`src/rtl/arith_pkg.sv`:
```
// Shared arithmetic-datapath definitions: FSM state encoding and chunk-count helpers.
package arith_pkg;

    typedef enum logic [1:0] {
        IDLE,
        RUN,
        DONE
    } state_t;

    function automatic int calc_nch(input int width, input int chunk);
        return width / chunk;
    endfunction

    // Index register needs at least one bit even when there is a single chunk.
    function automatic int calc_idx_w(input int nch);
        return (nch <= 1) ? 1 : $clog2(nch);
    endfunction

endpackage

```
`src/rtl/chunked_addsub_if.sv`:
```
// Request/result bundle for chunked_addsub; master issues operands, slave returns results.
interface chunked_addsub_if #(
    parameter int WIDTH = 32
);
    logic             start;
    logic             sub;
    logic [WIDTH-1:0] a;
    logic [WIDTH-1:0] b;
    logic             cin;
    logic             busy;
    logic             done;
    logic [WIDTH-1:0] sum;
    logic             cout;
    logic             ovf;

    modport master (
        output start, sub, a, b, cin,
        input  busy, done, sum, cout, ovf
    );

    modport slave (
        input  start, sub, a, b, cin,
        output busy, done, sum, cout, ovf
    );
endinterface

```
`src/rtl/chunked_addsub_chunk_adder.sv`:
```
// Combinational CHUNK-bit adder with carry-in and carry-out.
module chunk_adder #(
    parameter int CHUNK = 8
) (
    input  logic [CHUNK-1:0] a,
    input  logic [CHUNK-1:0] b,
    input  logic             cin,
    output logic [CHUNK-1:0] s,
    output logic             cout
);
    logic [CHUNK:0] total;

    always_comb begin
        total = {1'b0, a} + {1'b0, b} + {{CHUNK{1'b0}}, cin};
        s     = total[CHUNK-1:0];
        cout  = total[CHUNK];
    end
endmodule

```
`src/rtl/chunked_addsub.sv`:
```
// Multi-cycle adder/subtractor: one CHUNK-bit slice of the operands per clock
// through a single narrow carry chain, with start/busy/done handshake.
module chunked_addsub
    import arith_pkg::*;
#(
    parameter int WIDTH = 32,
    parameter int CHUNK = 8
) (
    input  logic             clk,
    input  logic             rst_n,
    chunked_addsub_if.slave  bus
);
    localparam int NCH  = calc_nch(WIDTH, CHUNK);
    localparam int IDXW = calc_idx_w(NCH);
    localparam logic [IDXW-1:0] LAST_IDX = IDXW'(NCH - 1);

    if (WIDTH % CHUNK != 0) begin : g_width_chk
        $fatal(1, "chunked_addsub: WIDTH must be a multiple of CHUNK");
    end

    state_t           state_q, state_d;
    logic [WIDTH-1:0] opa_q, opa_d;
    logic [WIDTH-1:0] opb_q, opb_d;
    logic [WIDTH-1:0] sum_q, sum_d;
    logic [IDXW-1:0]  idx_q, idx_d;
    logic             carry_q, carry_d;
    logic             cout_q, cout_d;
    logic             ovf_q, ovf_d;

    logic [CHUNK-1:0] ca_a, ca_b, ca_s;
    logic             ca_co;

    assign ca_a = opa_q[idx_q*CHUNK +: CHUNK];
    assign ca_b = opb_q[idx_q*CHUNK +: CHUNK];

    chunk_adder #(.CHUNK(CHUNK)) u_chunk_adder (
        .a    (ca_a),
        .b    (ca_b),
        .cin  (carry_q),
        .s    (ca_s),
        .cout (ca_co)
    );

    always_comb begin
        state_d = state_q;
        opa_d   = opa_q;
        opb_d   = opb_q;
        sum_d   = sum_q;
        idx_d   = idx_q;
        carry_d = carry_q;
        cout_d  = cout_q;
        ovf_d   = ovf_q;
        case (state_q)
            IDLE: begin
                if (bus.start) begin
                    opa_d   = bus.a;
                    opb_d   = bus.sub ? ~bus.b : bus.b;
                    carry_d = bus.sub ? 1'b1 : bus.cin;
                    idx_d   = '0;
                    state_d = RUN;
                end
            end
            RUN: begin
                sum_d[idx_q*CHUNK +: CHUNK] = ca_s;
                carry_d = ca_co;
                idx_d   = idx_q + IDXW'(1);
                if (idx_q == LAST_IDX) begin
                    // Overflow is judged on the stored (already inverted) operand B.
                    cout_d  = ca_co;
                    ovf_d   = (opa_q[WIDTH-1] == opb_q[WIDTH-1]) &&
                              (sum_d[WIDTH-1] != opa_q[WIDTH-1]);
                    idx_d   = '0;
                    state_d = DONE;
                end
            end
            DONE:    state_d = IDLE;
            default: state_d = IDLE;
        endcase
    end

    always_ff @(posedge clk or negedge rst_n) begin
        if (!rst_n) begin
            state_q <= IDLE;
            opa_q   <= '0;
            opb_q   <= '0;
            sum_q   <= '0;
            idx_q   <= '0;
            carry_q <= 1'b0;
            cout_q  <= 1'b0;
            ovf_q   <= 1'b0;
        end else begin
            state_q <= state_d;
            opa_q   <= opa_d;
            opb_q   <= opb_d;
            sum_q   <= sum_d;
            idx_q   <= idx_d;
            carry_q <= carry_d;
            cout_q  <= cout_d;
            ovf_q   <= ovf_d;
        end
    end

    assign bus.busy = (state_q == RUN);
    assign bus.done = (state_q == DONE);
    assign bus.sum  = sum_q;
    assign bus.cout = cout_q;
    assign bus.ovf  = ovf_q;
endmodule
```
`src/flat_wrapper.sv`:
```
// flat-port wrapper written by rule: the top's interface ports become plain ports
module chunked_addsub_flat import arith_pkg::*;
#(
    parameter int WIDTH = 32,
    parameter int CHUNK = 8
)
  (clk, rst_n, bus_start, bus_sub, bus_a, bus_b, bus_cin, bus_busy, bus_done, bus_sum, bus_cout, bus_ovf);
  chunked_addsub_if #(.WIDTH(WIDTH)) bus_i ();
  input  logic clk;
  input  logic rst_n;
  input wire logic [$bits(bus_i.start)-1:0] bus_start;
  input wire logic [$bits(bus_i.sub)-1:0] bus_sub;
  input wire logic [$bits(bus_i.a)-1:0] bus_a;
  input wire logic [$bits(bus_i.b)-1:0] bus_b;
  input wire logic [$bits(bus_i.cin)-1:0] bus_cin;
  output wire logic [$bits(bus_i.busy)-1:0] bus_busy;
  output wire logic [$bits(bus_i.done)-1:0] bus_done;
  output wire logic [$bits(bus_i.sum)-1:0] bus_sum;
  output wire logic [$bits(bus_i.cout)-1:0] bus_cout;
  output wire logic [$bits(bus_i.ovf)-1:0] bus_ovf;
  assign bus_i.start = bus_start;
  assign bus_i.sub = bus_sub;
  assign bus_i.a = bus_a;
  assign bus_i.b = bus_b;
  assign bus_i.cin = bus_cin;
  assign bus_busy = bus_i.busy;
  assign bus_done = bus_i.done;
  assign bus_sum = bus_i.sum;
  assign bus_cout = bus_i.cout;
  assign bus_ovf = bus_i.ovf;
  chunked_addsub #(.WIDTH(WIDTH), .CHUNK(CHUNK)) u_core (.clk(clk), .rst_n(rst_n), .bus(bus_i));
endmodule
```
`config.mk`:
```
export PLATFORM = sky130hd
export DESIGN_NAME = chunked_addsub_flat
export DESIGN_NICKNAME = d
export VERILOG_FILES = /design/src/rtl/arith_pkg.sv /design/src/rtl/chunked_addsub_if.sv /design/src/rtl/chunked_addsub_chunk_adder.sv /design/src/rtl/chunked_addsub.sv /design/src/flat_wrapper.sv
export SDC_FILE = /design/constraint.sdc
export NUM_CORES = 1
export LEC_CHECK = 0
export ABC_AREA = 1
export CAP_MARGIN = 20
export CORE_ASPECT_RATIO = 0.9
export CORE_MARGIN = 5
export CORE_UTILIZATION = 50
export CTS_CLUSTER_DIAMETER = 150
export DETAILED_ROUTE_END_ITERATION = 8
export PLACE_DENSITY = 0.78
export SETUP_SLACK_MARGIN = 0.2
export SLEW_MARGIN = 10
export SYNTH_ARGS = -nofsm -noshare
export SYNTH_HDL_FRONTEND = slang
export SYNTH_HIERARCHICAL = 1
export SYNTH_SLANG_ARGS = --single-unit
```
`constraint.sdc`:
```
create_clock -name clk -period 4.1 [get_ports clk]
set_input_delay 0.41 -clock clk [delete_from_list [all_inputs] [get_ports clk]]
set_output_delay 0.41 -clock clk [all_outputs]
set_load 0.03 [all_outputs]
```
Yosys cells after proc, flatten, opt, wreduce, memory -nomap -nowiden

Index checks and enable logic that the tools add are counted.
W data, S select, Z words.

Register bits: 103
Input port bits: 69
Output and inout bits: 36
Word-level logic and storage cells: 42

Bitwise operators: 1
Mux-type cells: 11
Shifts and indexed selects: 4
Equality and inequality tests: 7
Reduce and logical (&&, ||, !) cells: 7
Add/subtract/negate cells: 4

Operator list:

| kind                      | count |
|---|---|
| $shiftx A32 B6 Y8         | 2 |
| $neg A5 Y34               | 1 |
| $shift A8 B34 Y32 const A | 1 |
| $shiftx A8 B34 Y32        | 1 |
| $bwmux W32                | 1 |
| $mux W32                  | 1 |
| $not A32 Y32              | 1 |
| $add A8 B8 Y9             | 1 |
| $add A9 B1 Y9             | 1 |
| $mux W2                   | 4 |
| $pmux W2 S2               | 2 |
| $reduce_and A2 Y1         | 4 |
| $eq A2 B2 Y1 const B      | 2 |
| $add A2 B1 Y2 const B     | 1 |
| $eq A2 B1 Y1 const B      | 1 |
| $logic_not A2 Y1          | 1 |
| $mux W1                   | 2 |
| $ne A2 B1 Y1 const B      | 1 |
| $ne A2 B2 Y1 const B      | 1 |
| $pmux W1 S2               | 1 |
| $reduce_bool A2 Y1        | 1 |
| $eq A1 B1 Y1              | 1 |
| $logic_and A1 B1 Y1       | 1 |
| $ne A1 B1 Y1              | 1 |

Depth between registers and ports, before layout

Gate-level depths: netlist (run 1).

Depth in word-level cells: 7
Mapped depth: 19
Gate-level depth less buffers: 17

Hierarchy

Netlist (run 1), hierarchy kept.

Modules (own cells, without submodules):

| module         | cells an instance | area an instance (sq um) | seq. area each (sq um) | times used |
|---|---|---|---|---|
| chunked_addsub | 556               | 4,807.1                  | 2,577.5                | 1 |
| chunk_adder    | 59                | 384.1                    | 0.0                    | 1 |

Worst setup path before layout (run 1)

Ideal clock, no wire load.

Path type: register to register
Start point: reg u_core.idx_q[0]
End point: reg u_core.sum_q[12] (netlist: u_core/bus.sum[12])
Required time: 4.015 ns
Setup time: 0.085 ns
Period minus slack after synthesis: 2.668 ns
Cell stages (with the launch flop): 14
Path slack: 1.432 ns
Arrival: 2.584 ns
Path buffers: 2
Cell sequence: dfrtp_1 > buf_2 > clkinv_1 > clkbuf_1 > o21ai_0 > o22ai_1 > fa_1 > fa_1 > nand2_1 > nand2_1 > nand2_1 > xnor2_1 > nand3_1 > o21ai_0

Longest elaborated chain between the ends: 5
Elaborated cells on any way between the ends: 8
Those cells by class: 3 x add/sub; 4 x shift; 1 x mux

Ends and longest elaborated chain:

| element                  | line                             | text |
|---|---|---|
| start, declared          | chunked_addsub.sv:25             | `logic [IDXW-1:0] idx_q, idx_d;` |
| start signal, assigned   | chunked_addsub.sv:96             | `idx_q <= idx_d;` |
| $shiftx A32 B6 Y8        | chunked_addsub.sv:34             | `assign ca_b = opb_q[idx_q*CHUNK +: CHUNK];` |
| named net u_core.ca_b[0] | chunked_addsub.sv:30             | `logic [CHUNK-1:0] ca_a, ca_b, ca_s;` |
| $add A8 B8 Y9            | chunked_addsub_chunk_adder.sv:14 | `total = {1'b0, a} + {1'b0, b} + {{CHUNK{1'b0}}, cin};` |
| $add A9 B1 Y9            | chunked_addsub_chunk_adder.sv:14 |  |
| named net u_core.ca_s[4] | chunked_addsub.sv:30             |  |
| $shiftx A8 B34 Y32       | chunked_addsub.sv:64             | `sum_d[idx_q*CHUNK +: CHUNK] = ca_s;` |
| $bwmux W32               | chunked_addsub.sv:64             |  |
| end signal, assigned     | chunked_addsub.sv:95             | `sum_q <= sum_d;` |
| end, declared            | chunked_addsub.sv:24             | `logic [WIDTH-1:0] sum_q, sum_d;` |

The timed path passes the listed nets, and every way through them passes these cells.
A chain may end at the register's enable or synchronous reset.

Final worst setup path (run 1)

Start point: reg u_core.idx_q[1]
End point: reg u_core.sum_q[12] (netlist: u_core/bus.sum[12])

Longest elaborated chain between the ends: 5
Elaborated cells on any way between the ends: 8
Those cells by class: 3 x add/sub; 4 x shift; 1 x mux

Ends and longest elaborated chain:

| element                  | line                             | text |
|---|---|---|
| $shiftx A32 B6 Y8        | chunked_addsub.sv:33             | `assign ca_a = opa_q[idx_q*CHUNK +: CHUNK];` |
| named net u_core.ca_a[0] | chunked_addsub.sv:30             |  |
| $add A8 B8 Y9            | chunked_addsub_chunk_adder.sv:14 |  |
| $add A9 B1 Y9            | chunked_addsub_chunk_adder.sv:14 |  |
| named net u_core.ca_s[4] | chunked_addsub.sv:30             |  |
| $shiftx A8 B34 Y32       | chunked_addsub.sv:64             |  |
| $bwmux W32               | chunked_addsub.sv:64             |  |

The timed path passes the listed nets, and every way through them passes these cells.

==> out/metrics.yaml, run 1 <==
drt:
  vias: 4473
  drcViolationCount: 0
  drt-pass1-iter-count: 5
  postRouteAntennaNets: 0
  viasPerCell: 5.34
  routed_wl_mm: 12.7
  wl_per_cell_um: 15.2
  drtIter0Drc: 359
placement:
  io_buffers: 104
  gp_congestion: 0.841
  hpwlAfterDp_mm: 9.36
synthesis:
  ys_seq_elements: 103
  synth_top_area_share_pct: 49.7
  avgSynthCellArea_um2: 8.44
  synth_area_um2: 5190
  synth_nets: 699
  yosys_warnings: 6
  ys_types: 32
  yosysMostFrequentCell: "nand2_1"
  synth_cells: 615
  async_flop_share_pct: 100
  synth_edf_count: 0
  yosys.area.top_type: "dfrtp_1"
  synthTopCellsByArea: "dfrtp_1 (50%), nand2_1 (14%), o21ai_0 (9.5%), xnor2_1 (5.7%), ha_1 (3.1%)"
  synth_ff_type: "dfrtp_1"
  ys_top_cells_by_count: "nand2_1 (187), dfrtp_1 (103), o21ai_0 (99)"
  ys_seq_area_share_pct: 49.7
worst_setup_path:
  cp.arrival_ps: 3530
  crit_chain: "inv_1, o21ai_0, o22ai_1, fa_1, fa_1, nand2_1, nand2_1, nand2_1, xnor2_1, nand3_1, o21ai_0"
  cpMaxStageDelayCell: "dfrtp_1"
  crit_family: "adder cells"
  critPathBufInv: 1
  max_stage_delay_ps: 710
  crit_top_cell: "nand2_1"
  crit_type: "flop to flop"
  worst-path-stages: 11
  crit_fanout: 20
  rr_worst_depth: 11
  crit_required_ps: 4350
  start_kind: "flop"
  critPathCaptureType: "flop"
status:
  status: "finished, final reports clean"
power:
  peakVddDrop_mv: 0.477
  power_density_nw_per_um2: 903
  p_total_mw: 5.92
  p_leak_nw: 3.07
cts:
  clock-sinks: 103
  cts_max_level: 3
  cts_tree: "yes"
  clkTransAtPathRegs_ps: 70
  clockBufferDepth: 2
  numCtsBuffers: 9
  cts_resized: 0
  holdBufCountCts: 0
  cts_root_buf: "clkbuf_16"
  post_cts_buffers: 0
  worst_skew_pair.late_latency_ps: 340
timing:
  finalHoldViolations: 0
  tightest_slew_ps: 952
  skew_ps: 6.31
  finalCritPeriodShare_pct: 80.1
  setup_tns_ps: 0
  slew_viol_final: 0
  min_period_ps: 3290
  relSlewSlack_pct: 36.4
  finalSetupViolCount: 0
  rsz0062_at_grt: "no"
  fmax_ghz: 0.304
finish:
  nets: 788
  areaGrowthSynthToFinish_pct: 26.2
  multi_input_area_um2: 2350
  seq_area_um2: 2580
  fillers: 853
  layout-drive-gt1-share_pct: 5.79
  n_antenna_cell: 0
die:
  die_y_um: 107
  io_pins: 105
  coreArea_um2: 10200
  start_util_pct: 50.9
  die_area_um2: 12500
  die_w_um: 117
  rows: 35
grt:
  grt_pass1_vias: 4442
  grt-ovfl-total: 0
  grt_start_max_net_pins: 73
  grt.total_usage_pct: 20.5
  grt_pass1_wl_mm: 21.5
  antenna_found_initial: 0
run:
  maxCapViolations: 0
hold_path:
  hold_path.class: "primary input to asynchronous set/reset pin"
[final timing paths]
check	startpoint	endpoint	slack, ps
max	u_core/idx_q[1]	u_core/bus.sum[12]	810
min	rst_n	u_core/opa_q[29]	140
max reg2reg	u_core/idx_q[1]	u_core/bus.sum[12]	810
min reg2reg	u_core/opa_q[19]	u_core/opa_q[19]	470
max in group asynchronous	rst_n	u_core/bus.sum[6]	2960
min in group clk	u_core/opa_q[19]	u_core/opa_q[19]	470
[stage by stage]
| step | hold WS [ps] | cell area [um^2] | instances | setup WS, ps | utilization, % |
|---|---|---|---|---|---|
| CTS | 166 | 6550 | 837 | 867 | 64.2 |
| finish | 135 | 6550 | 837 | 814 | 64.2 |
| global placement | 456 | 6260 | 822 | 1080 | 61.4 |
| floorplan | 114 | 5190 | 615 | 1430 | - |
| global route | 214 | 6550 | 837 | 547 | 64.2 |
| detailed placement | 457 | 6260 | 822 | 941 | 61.4 |
[where the power goes]
| group | switching [mW] | internal [mW] |
|---|---|---|
| clock network | 0.368 | 0.473 |
| registers | 0.303 | 1.46 |
| logic | 2.14 | 1.17 |
| total | 2.82 | 3.10 |
[area by class of cell]
| class | instances | area share [%] |
|---|---|---|
| tap | 129 | 2.46 |
| sequential | 103 | 39.4 |
| clock inverter | 5 | 0.879 |
| clock buffer | 10 | 3.50 |
| inverter | 27 | 1.55 |
| multi-input combinational | 454 | 35.9 |
| timing repair buffer | 109 | 16.4 |
[layout by cell type (no fill, tap or decap), types with 2 or more instances in the layout]
master / synthesis / routed
nand2_1: 187 / 187
dfrtp_1: 103 / 103
clkdlybuf4s50_1: 0 / 102
o21ai_0: 99 / 99
nor2_1: 41 / 41
xnor2_1: 34 / 34
nand3_1: 25 / 25
inv_1: 20 / 20
o22ai_1: 17 / 17
ha_1: 13 / 13
clkbuf_16: 0 / 9
o21ai_1: 8 / 8
nand4_1: 7 / 7
buf_4: 3 / 6
inv_2: 6 / 6
nand2_2: 5 / 5
nor2_4: 3 / 3
a21oi_1: 3 / 3
clkinv_2: 0 / 2
inv_6: 0 / 2
or2_4: 2 / 2
fa_1: 2 / 2
[sequential cells by signal, summed over array words and instances, names as in the netlist]
signal	count
u_core/carry_q	1
u_core/opa_q	32
u_core/idx_q	2
u_core/opb_q	32
u_core/bus.ovf	1
u_core/bus.sum	32
u_core/bus.cout	1
u_core/state_q	2
[metal layers]
layer	up-vias	wire (um)	global-route usage [%]
met5	-	0	0
met4	0	204	6.38
met3	21	793	4.22
met2	169	5970	32.2
met1	2101	5730	28.8
li1	2182	-	-
[kinds of logic after synthesis]
logic type	count (synthesis)	share of synthesized area (%)
simple gates	275	22.6
fa+ha+maj	15	3.90
buf+inv	58	5.04
flops	103	49.7
xor+xnor	35	5.91
compound gates	129	12.9
Note: power is estimated with default switching activity, not from simulation.
==> run 2, diff against run 1 <==
==> constraint.sdc (replaced) <==
create_clock -name clk -period 3.4 [get_ports clk]
set_input_delay 0.34 -clock clk [delete_from_list [all_inputs] [get_ports clk]]
set_output_delay 0.34 -clock clk [all_outputs]
set_load 0.03 [all_outputs]
==> out/metrics.yaml, run 2 (synthesis results as in run 1) <==
status:
  status: "complete, but fails checks"
  violations: "negative hold slack"
die:
  die_w_um: 117
  rows: 35
  die_y_um: 107
  coreArea_um2: 10200
  die_area_um2: 12500
  start_util_pct: 50.9
  io_pins: 105
cts:
  cts_max_level: 3
  clock-sinks: 103
  clockBufferDepth: 2
  worst_skew_pair.late_latency_ps: 330
  post_cts_buffers: 0
  clkTransAtPathRegs_ps: 70
  holdBufCountCts: 0
  cts_tree: "yes"
  numCtsBuffers: 9
  cts_resized: 0
  cts_root_buf: "clkbuf_16"
drt:
  routed_wl_mm: 12.8
  vias: 4467
  drcViolationCount: 0
  postRouteAntennaNets: 0
  drt-pass1-iter-count: 5
  viasPerCell: 5.31
  drtIter0Drc: 376
  wl_per_cell_um: 15.2
finish:
  stdcell_count: 841
  final_util_pct: 64.7
  final_cell_mix: "nand2_1 (187), dfrtp_1 (103), clkdlybuf4s50_1 (102)"
  final_common_cell: "nand2_1"
  fillers: 877
  areaGrowthSynthToFinish_pct: 27.3
  nets: 791
  n_antenna_cell: 0
  layout-drive-gt1-share_pct: 6.32
timing:
  relSlewSlack_pct: 40.4
  tightest_slew_ps: 894
  slew_viol_final: 0
  skew_ps: 7.71
  finalHoldViolations: 37
  rsz0062_at_grt: "no"
  finalSetupViolCount: 0
  fmax_ghz: 0.343
  setup_tns_ps: 0
  fin_hold_ws_ps: -26.5
  fin_ws_ps: 484
  min_period_ps: 2920
  finalCritPeriodShare_pct: 85.8
grt:
  grt_pass1_wl_mm: 21.9
  grt_start_max_net_pins: 84
  antenna_found_initial: 0
  grt-ovfl-total: 0
  grt_pass1_vias: 4456
  grt.total_usage_pct: 20.8
worst_setup_path:
  crit_fanout: 16
  cp.arrival_ps: 3160
  crit_type: "flop to flop"
  critPathCaptureType: "flop"
  start_kind: "flop"
  crit_required_ps: 3650
placement:
  dp_slack_ps: 575
  dpl.cell_count: 824
  hpwlAfterDp_mm: 9.53
  gp_congestion: 0.880
  io_buffers: 104
hold_path:
  hold_path.class: "primary input to asynchronous set/reset pin"
power:
  power_density_nw_per_um2: 1080
  p_leak_nw: 3.10
  peakVddDrop_mv: 0.603
run:
  maxCapViolations: 0
## run 2: changes by cell type in the layout (fill, tap and decap cells not counted), sizes merged
cell and delta:
buf +3, clkinv +1
## run 2: final timing paths
check                           slack (ps)  cells past startpoint              from                 end
worst max-delay path                   480                     13   u_core/idx_q[0]  u_core/bus.sum[14]
worst min-delay path                   -30                      1             rst_n    u_core/opa_q[30]
worst max register to register         480                     13   u_core/idx_q[0]  u_core/bus.sum[14]
worst min register to register         480                      2  u_core/opa_q[19]    u_core/opa_q[19]
max in group asynchronous             2770                      2             rst_n    u_core/opb_q[10]
min in group clk                       480                      2  u_core/opa_q[19]    u_core/opa_q[19]
## run 2: layout make-up
class / instances / area [um^2] / share of cell area, %
Clock buffer: 10 / 229 / 3.47
Sequential cell: 103 / 2580 / 39.0
Tap cell: 129 / 161 / 2.44
Multi-Input combinational cell: 454 / 2350 / 35.6
Timing Repair Buffer: 112 / 1120 / 16.9
Inverter: 27 / 101 / 1.53
Clock inverter: 6 / 66.3 / 1.00
## run 2: where the power goes
part | switching, mW | internal (mW)
combinational | 2.59 | 1.43
clock | 0.442 | 0.575
sequential | 0.356 | 1.76
## run 2: metal layers
| metal | vias up | routed length (um) | GRT usage (%) |
|---|---|---|---|
| li1 | 2194 | - | - |
| met1 | 2104 | 5780 | 28.5 |
| met2 | 155 | 6080 | 34.5 |
| met3 | 14 | 799 | 4.59 |
| met4 | 0 | 156 | 3.98 |
| met5 | - | 0 | 0 |
## run 2: stage by stage
| step | power, mW | cell area [um^2] |
|---|---|---|
| final | 7.15 | 6610 |
| after global routing | 7.71 | 6610 |
| after CTS | 7.12 | 6590 |
| after detailed placement | 6.08 | 6290 |
| after global placement | 5.94 | 6290 |
| after floorplan | 4.84 | 5190 |
## run 2: worst max-delay path, stage by stage (launching register included)
cell and delay [ps]:
dfrtp_1 350, clkinv_1 240, buf_4 280, o21ai_0 160
o22ai_1 130, fa_1 450, fa_1 420, nand2_1 100
nand2_1 120, nand3b_4 100, nand3_1 60, nand2_1 130
nand3_1 110, o21ai_0 180
==> run 3, diff against run 2 <==
--- a/config.mk
+++ b/config.mk
@@ -12,10 +12,10 @@
 export CORE_UTILIZATION = 50
 export CTS_CLUSTER_DIAMETER = 150
 export DETAILED_ROUTE_END_ITERATION = 8
+export HOLD_SLACK_MARGIN = 0.15
 export PLACE_DENSITY = 0.78
 export SETUP_SLACK_MARGIN = 0.2
 export SLEW_MARGIN = 10
 export SYNTH_ARGS = -nofsm -noshare
 export SYNTH_HDL_FRONTEND = slang
-export SYNTH_HIERARCHICAL = 1
 export SYNTH_SLANG_ARGS = --single-unit
==> out/metrics.yaml, run 3 <==
grt:
  grt-ovfl-total: 0
  antenna_found_initial: 0
  grt.total_usage_pct: 20.9
  grt_pass1_wl_mm: 20.6
  grt_pass1_vias: 4323
  grt_start_max_net_pins: 98
finish:
  layout-drive-gt1-share_pct: 5.07
  n_antenna_cell: 0
  nets: 769
  fillers: 841
  areaGrowthSynthToFinish_pct: 27.1
  final_cell_mix: "nand2_1 (183), dfrtp_1 (103), clkdlybuf4s50_1 (102)"
  final_common_cell: "nand2_1"
  final_util_pct: 65.7
synthesis:
  ys_top_cells_by_count: "nand2_1 (184), dfrtp_1 (103), o21ai_0 (98)"
  ys_seq_area_share_pct: 51.2
  synth_ff_type: "dfrtp_1"
  ys_seq_elements: 103
  synthTopCellsByArea: "dfrtp_1 (51%), nand2_1 (14%), o21ai_0 (9.7%), xnor2_1 (5.9%), ha_1 (3.2%)"
  synth_nets: 676
  async_flop_share_pct: 100
  synth_area_um2: 5040
  yosysMostFrequentCell: "nand2_1"
  synth_edf_count: 0
  yosys_warnings: 0
  yosys.area.top_type: "dfrtp_1"
  synth_top_area_share_pct: 51.2
  avgSynthCellArea_um2: 8.51
  synth_cells: 592
  ys_types: 28
timing:
  min_period_ps: 2790
  relSlewSlack_pct: 43.7
  tightest_slew_ps: 845
  rsz0062_at_grt: "no"
  finalHoldViolations: 0
  fmax_ghz: 0.358
  skew_ps: 11.4
  finalCritPeriodShare_pct: 82.2
  fin_ws_ps: 607
  setup_tns_ps: 0
  slew_viol_final: 0
  finalSetupViolCount: 0
worst_setup_path:
  crit_required_ps: 3700
  start_kind: "flop"
  rr_worst_depth: 15
  rr_endpoint: "u_core.bus.sum[14]"
  worst-path-stages: 15
  max_stage_delay_ps: 410
  critPathBufInv: 2
  critPathCaptureType: "flop"
  crit_family: "simple AND/OR/NAND/NOR gates"
  crit_type: "flop to flop"
  crit_chain: "buf_4, nand2_1, a32o_1, fa_1, inv_1, fa_1, nand3_1, nand2_1, nand2_1, nand2_1, a21oi_2, xor2_1, nor2_2, nand3_1, nand2_1"
  endpoint: "u_core.bus.sum[14]"
  crit_start: "u_core.idx_q[0]"
  crit_top_cell: "nand2_1"
  crit_fanout: 49
  cpMaxStageDelayCell: "buf_4"
  worstReg2RegStart: "u_core.idx_q[0]"
  cp.arrival_ps: 3090
  ff2ff_setup_slack_ps: 610
power:
  internal_power_mw: 3.61
  p_switching_mw: 3.18
  combPwrFrac_pct: 55.8
  p_leak_nw: 2.99
  power_density_nw_per_um2: 1060
  peakVddDrop_mv: 0.510
  swShare_pct: 46.8
  p_clk_share_pct: 13.1
  seqPwrFrac_pct: 31.1
hold_path:
  min-delay-start: "u_core.opa_q[23]"
  hold_path.class: "flop to flop"
drt:
  postRouteAntennaNets: 0
  drcViolationCount: 0
  wl_per_cell_um: 15.1
  drtIter0Drc: 341
  vias: 4304
  drt-pass1-iter-count: 7
  routed_wl_mm: 12.3
  viasPerCell: 5.27
die:
  coreArea_um2: 9740
  die_y_um: 105
  io_pins: 105
  die_area_um2: 12200
  die_w_um: 116
  rows: 34
  start_util_pct: 51.7
placement:
  dp_slack_ps: 670
  hpwlAfterDp_mm: 9.37
  gp_congestion: 0.823
  io_buffers: 104
cts:
  cts_max_level: 3
  clkTransAtPathRegs_ps: 90
  clock-sinks: 103
  cts_resized: 0
  worst_skew_pair.late_latency_ps: 360
  numCtsBuffers: 9
  clockBufferDepth: 2
  cts_root_buf: "clkbuf_8"
  cts_tree: "yes"
run:
  maxCapViolations: 0
status:
  status: "finished, final reports clean"
## run 3: how the worst min path moves through the flow
stage / to / slack [ps] / cells after the start
2_1_floorplan: u_core.bus.cout / 40 / 0
3_3_place_gp: u_core.bus.sum[4] / 350 / 1
3_5_place_dp: u_core.bus.sum[2] / 360 / 1
4_1_cts: u_core.opa_q[20] / 490 / 3
5_1_grt: u_core.opa_q[22] / 490 / 3
6_report: u_core.opa_q[23] / 490 / 2
## run 3: per-stage QoR
step / hold slack (ps) / cell area, um^2 / total power, mW / instances
2_1_floorplan: 44.4 / 5040 / 4.66 / 592
3_3_place_gp: 348 / 6160 / 5.75 / 799
3_5_place_dp: 356 / 6160 / 5.89 / 799
4_1_cts: 491 / 6400 / 6.79 / 816
5_1_grt: 490 / 6400 / 7.38 / 816
6_report: 492 / 6400 / 6.80 / 816
## run 3: what timing repair did
action,CTS,global route
endpoints found under the setup margin,0,0
hold buffers,1,0
endpoints found under the hold margin,41,0
setup buffers,0,0
## run 3: cell type report
class                   count  area, um^2  area share (%)
inverters                  30         113            1.76
multi-input cells         429        2220            34.7
clock buffers              10         128            1.99
repair buffers            112        1100            17.1
clock inverters             6         109            1.70
flip-flops and latches    103        2580            40.2
well taps                 126         158            2.46
## run 3: layer usage
layer / GRT usage, % / vias to the layer above / part of all wire (%)
li1: - / 2108 / -
met1: 30.0 / 2017 / 46
met2: 31.9 / 157 / 46
met3: 4.30 / 22 / 5.9
met4: 6.63 / 0 / 1.9
met5: 0 / - / 0
## run 3: power by group through the flow
stage	combinational, mW	clock, mW	sequential, mW
after floorplan	2.37	0	2.29
after global placement	3.63	0	2.12
after detailed placement	3.77	0	2.12
after CTS	3.78	0.901	2.10
after global routing	4.26	0.952	2.18
final	3.79	0.891	2.11
## run 3: kinds of logic after synthesis
| family | synth area share [%] |
|---|---|
| flip-flops | 51.2 |
| XOR/XNOR | 6.43 |
| adder cells (fa/ha/maj) | 4.02 |
| AO/OA/AOI/OAI | 14.6 |
| AND/OR/NAND/NOR | 19.0 |
| buffers and inverters | 4.74 |
## run 3: worst register-to-register path: stages, from the launching register on
cell     delay [ps]
dfrtp_1         350
buf_4           410
nand2_1         110
a32o_1          280
fa_1            390
inv_1            90
fa_1            210
nand3_1          90
nand2_1         120
nand2_1          60
nand2_1          70
a21oi_2          60
xor2_1          160
nor2_2          150
nand3_1          90
nand2_1          80
==> edit 1, RTL diff (flow settings as in run 3) <==
Encoding of `state_t`: now one-hot (3 bits for 3 states).
--- a/src/rtl/arith_pkg.sv
+++ b/src/rtl/arith_pkg.sv
@@ -1,10 +1,10 @@
 // Shared arithmetic-datapath definitions: FSM state encoding and chunk-count helpers.
 package arith_pkg;
 
-    typedef enum logic [1:0] {
-        IDLE,
-        RUN,
-        DONE
+    typedef enum logic [2:0] {
+        IDLE = 3'b001,
+        RUN  = 3'b010,
+        DONE = 3'b100
     } state_t;
 
     function automatic int calc_nch(input int width, input int chunk);
Behaviour: same outputs for any inputs over 4 cycles, from zero or initial values and one cycle with rst_n low; so few cycles prove little.
==> edit 1 against run 3 <==
- clock skew down 0.0057 ns
- final area up 1.2%
- routed wire length up 0.94%
- total power is 13% lower
- synthesized area rose by 0.65%
- sequential cell count is 1 higher
- critical path type unchanged
- global-route usage shrank 0.13 points
- largest power group unchanged
- setup slack worse by 0.19 ns
- sequential share of layout area shrank 0.084 points
- hold slack worse by 0.15 ns
==> edit 1: results (changes against run 3) <==
| Metric | Value |
|---|---|
| Compound-gate portion of the synthesized area | `0.1567 (was 0.1460)` |
| Largest net degree at the start of global routing | `101 (was 98)` |
| Pre-antenna DRT Iters | `5 (was 7)` |
| Top sig layer | `met4 (unchanged)` |
| Adder-cell share of the synthesized area | `0.03997 (was 0.04023)` |
| Gpl congestion | `0.8647 (was 0.8233)` |
| Xor/xnor share of the synthesized area | `0.06218 (was 0.06432)` |
| ClkCell Share | `0.04072 (was 0.03692)` |
| Post-DP HPWL | `9161 um (was 9371 um)` |
| Most frequent cells after synthesis | `nand2_1, o21ai_0, dfrtp_1 (was nand2_1, dfrtp_1, o21ai_0)` |
| Core area | `9784 um^2 (was 9742 um^2)` |
| Fraction of area in registers | `0.4016 (was 0.4024)` |
| Signal buffers | `113 (was 112)` |
| Worst clock skew | `0.005654 ns (was 0.01140 ns)` |
| R2r endpoint | `u_core.bus.sum[30] (was u_core.bus.sum[14])` |
| Status | `completed (unchanged)` |
| Placed cell area | `6210 um^2 (was 6158 um^2)` |
| Nets | `763 (was 769)` |
| Synth warn | `0 (unchanged)` |
| Initial antenna violation count | `0 (unchanged)` |
| CLK BUF | `11 (was 10)` |
| Hold WC Path Type | `primary input to async pin (was register to register)` |
| CP Max Fanout | `17 (was 49)` |
| CTS clk-pin slew, worst paths | `0.07 ns (was 0.09 ns)` |
| Routing usage on met2 | `0.3340 (was 0.3192)` |
| Maximum vdd drop | `0.4511 mV (was 0.5099 mV)` |
| GRT met3 Usage | `0.03725 (was 0.04298)` |
| Cell variety after synth | `32 (was 28)` |
| Area of the multi-input gates | `2255 um^2 (was 2225 um^2)` |
| Static Leak | `2.924 nW (was 2.985 nW)` |
| Relative slew margins | `0.4434 (was 0.4370)` |
| H-Tree Depth | `3 (unchanged)` |
| Mapped Nets | `669 (was 676)` |
| Switching Share | `0.4503 (was 0.4684)` |
| Vias in the first global route | `4,232 (was 4,323)` |
| Share of layout cells above drive strength 1 | `0.05124 (was 0.05072)` |
| Comb pwr share | `0.501 (was 0.558)` |
| Signal inverters | `22 (was 30)` |
| FILL cells | `807 (was 841)` |
| Clk Latency, worst-skew pair | `0.34 ns (was 0.36 ns)` |
| Iteration-0 DRC Markers | `476 (was 341)` |
| Total Routing Usage GR | `0.2076 (was 0.2090)` |
| Synth area leaders | `dfrtp_1, nand2_1, o21ai_0 (unchanged)` |
| Met2 Wirelength | `5839 um (was 5667 um)` |
| #FFs+latches synth | `104 (was 103)` |
| Vias | `4,427 (was 4,304)` |
| Global-route wire length before repair | `20,600 um (was 20,580 um)` |
| Total routed wirelength | `12,420 um (was 12,310 um)` |
| Sequential Power Share | `0.341 (was 0.311)` |
| Synth top area share | `0.5083 (was 0.5115)` |
## edit 1: cell count changes after synthesis, sizes merged, moves of 5 or more
| cell | change |
|---|---|
| nor2 | -6 |
| inv | -8 |
| nand2 | -19 |
| nand3 | +5 |
| o21ai | +16 |
## edit 1: through the flow
| stage | utilization | total power, mW | instances | hold slack (ns) | setup WS (ns) |
|---|---|---|---|---|---|
| finish | 0.6627 | 5.937 | 809 | 0.3455 | 0.4136 |
| floorplan | - | 3.973 | 585 | 0.04441 | 0.5120 |
| CTS | 0.6627 | 5.903 | 809 | 0.3593 | 0.4460 |
| global placement | 0.6347 | 4.867 | 793 | 0.1505 | 0.5956 |
| global route | 0.6627 | 6.360 | 809 | 0.3611 | 0.2261 |
| detailed placement | 0.6347 | 4.954 | 793 | 0.1501 | 0.4893 |
==> edit 2, RTL diff (config.mk and constraints of run 3) <==
Made on the original files. `CHUNK` is set to 8 in 3 places; all go to 16.
--- a/src/rtl/chunked_addsub_chunk_adder.sv
+++ b/src/rtl/chunked_addsub_chunk_adder.sv
@@ -1,6 +1,6 @@
 // Combinational CHUNK-bit adder with carry-in and carry-out.
 module chunk_adder #(
-    parameter int CHUNK = 8
+    parameter int CHUNK = 16
 ) (
     input  logic [CHUNK-1:0] a,
     input  logic [CHUNK-1:0] b,
--- a/src/rtl/chunked_addsub.sv
+++ b/src/rtl/chunked_addsub.sv
@@ -4,7 +4,7 @@
     import arith_pkg::*;
 #(
     parameter int WIDTH = 32,
-    parameter int CHUNK = 8
+    parameter int CHUNK = 16
 ) (
     input  logic             clk,
     input  logic             rst_n,
--- a/src/flat_wrapper.sv
+++ b/src/flat_wrapper.sv
@@ -2,7 +2,7 @@
 module chunked_addsub_flat import arith_pkg::*;
 #(
     parameter int WIDTH = 32,
-    parameter int CHUNK = 8
+    parameter int CHUNK = 16
 )
   (clk, rst_n, bus_start, bus_sub, bus_a, bus_b, bus_cin, bus_busy, bus_done, bus_sum, bus_cout, bus_ovf);
   chunked_addsub_if #(.WIDTH(WIDTH)) bus_i ();
Behaviour: not the same (a bounded check fails within 4 cycles, from zero or initial values and one cycle with rst_n low).
==> edit 2 against run 3 <==
- synthesized area grew 5.7%
- die area grew 5.1%
- sequential cell count shrank 1
- routed wire length grew 5.9%
- highest routed layer unchanged
- critical endpoint is now u_core.bus.sum[30]
- final area grew 5.7%
- count of clock-buffer cells in the layout shrank 1
- sequential share of layout area shrank 2.5 points
- setup slack lost 0.065 ns
- total power grew 12%
==> edit 2: results (changes against run 3) <==
| Metric | Value |
|---|---|
| Met1 GRT Util | `0.2927 (was 0.3004)` |
| Most common cell in the netlist | `nand2_1 (unchanged)` |
| GRT met3 Usage | `0.04467 (was 0.04298)` |
| Routing usage on met2 | `0.3546 (was 0.3192)` |
| Worst clock skew | `0.01118 ns (was 0.01140 ns)` |
| Met3 WL | `609 um (was 732 um)` |
| Largest net degree at the start of global routing | `70 (was 98)` |
| Worst slew pin tran | `0.8842 ns (was 0.8446 ns)` |
| Mapped Nets | `754 (was 676)` |
| Vias | `4,513 (was 4,304)` |
| Global-route wire length before repair | `22,210 um (was 20,580 um)` |
| Vias in the first global route | `4,530 (was 4,323)` |
| Max stage delay on crit path | `0.57 ns (was 0.41 ns)` |
| IO buf count | `104 (unchanged)` |
| Total routed wirelength | `13,030 um (was 12,310 um)` |
| Iteration-0 DRC Markers | `321 (was 341)` |
| Hold WC Path Type | `primary input to async pin (was register to register)` |
| Static Leak | `3.323 nW (was 2.985 nW)` |
| Gpl congestion | `0.8923 (was 0.8233)` |
| Seq/Total Area, Yosys | `0.4794 (was 0.5115)` |
| Synth area leaders | `dfrtp_1, nand2_1, o21ai_0 (unchanged)` |
| R2R setup slack | `0.54 ns (was 0.61 ns)` |
| Post-DP HPWL | `9989 um (was 9371 um)` |
| CP Max Fanout | `18 (was 49)` |
| Metal1 wirelength | `6141 um (was 5677 um)` |
| Cell family with most CP delay | `simple AND/OR/NAND/NOR gates (unchanged)` |
| Reg-to-reg startpoint | `u_core.idx_q (was u_core.idx_q[0])` |
| Placed cell area | `6434 um^2 (was 6158 um^2)` |
| Ant diodes | `0 (unchanged)` |
| Share of layout cells above drive strength 1 | `0.06013 (was 0.05072)` |
| Maximum vdd drop | `0.3984 mV (was 0.5099 mV)` |
| Switching power | `3.616 mW (was 3.185 mW)` |
| Slowest CP cell | `dfrtp_1 (was buf_4)` |
| R2r endpoint | `u_core.bus.sum[30] (was u_core.bus.sum[14])` |
| Clk Latency, worst-skew pair | `0.35 ns` |
| Async SR Flop Fraction | `1.000 (unchanged)` |
| Root Driver | `clkbuf_16 (was clkbuf_8)` |
| Synth warn | `0 (unchanged)` |
| Final hold violation count | `0 (unchanged)` |
| Status | `completed (unchanged)` |
| Total Routing Usage GR | `0.2137 (was 0.2090)` |
| Nets | `846 (was 769)` |
| CTS clk-pin slew, worst paths | `0.07 ns (was 0.09 ns)` |
| FILL cells | `893 (was 841)` |
| Worst Path Arrival | `3.09 ns (about the same)` |
| Cell variety after synth | `31 (was 28)` |
| Post-CTS sizing | `0 (unchanged)` |
| Most frequent cells after synthesis | `nand2_1, dfrtp_1, o21ai_0 (unchanged)` |
| WHS | `0.3923 ns (was 0.4917 ns)` |
| Pre-antenna DRT Iters | `5 (was 7)` |
| Area of the multi-input gates | `2454 um^2 (was 2225 um^2)` |
| Met2 Wirelength | `6120 um (was 5667 um)` |
==> edit 2: cell types whose count changed in the layout (fill, tap and decap cells not counted), sizes merged, moves of 15 or more <==
cell	delta
nand2	+93
nor2	-33
xor2	+16
inv	+25
o22ai	-15
o21ai	-21
nand3	+21
==> edit 2: cells by family after synthesis <==
group	count (synthesis)	synth area share
AO/OA/AOI/OAI	99	0.09753
XOR/XNOR	39	0.06416
adder cells (fa/ha/maj)	17	0.04277
buffers and inverters	80	0.06063
flip-flops	102	0.4794
AND/OR/NAND/NOR	331	0.2555
==> edit 2: worst max path at each step <==
stage / slack, ns / to / start
floorplan: 0.89 / u_core.carry_q / u_core.idx_q
global placement: 0.72 / u_core.bus.sum[30] / u_core.idx_q
detailed placement: 0.58 / u_core.bus.sum[30] / u_core.idx_q
CTS: 0.56 / u_core.bus.sum[30] / u_core.idx_q
global route: 0.32 / u_core.bus.sum[30] / u_core.idx_q
finish: 0.54 / u_core.bus.sum[30] / u_core.idx_q
==> edit 2: power by group through the flow <==
stage	sequential (mW)	clock (mW)	combinational, mW
5_1_grt	2.21	1.17	4.90
6_report	2.14	1.10	4.36
3_3_place_gp	2.13	0	4.22
3_5_place_dp	2.15	0	4.33
4_1_cts	2.14	1.12	4.37
2_1_floorplan	2.43	0	2.72
==> edit 2: layout make-up <==
class                           count  area share
Clock buffer                        9     0.03327
Clock inverter                      7     0.01479
Timing Repair Buffer              111      0.1608
Inverter                           50     0.02773
Sequential cell                   102      0.3771
Multi-Input combinational cell    486      0.3625
Tap cell                          129     0.02384
==> edit 2: metrics by stage <==
step	cells	worst slack [ns]
6_report	894	0.5420
5_1_grt	894	0.3171
4_1_cts	894	0.5585
3_5_place_dp	877	0.5813
3_3_place_gp	877	0.7233
2_1_floorplan	668	0.8916
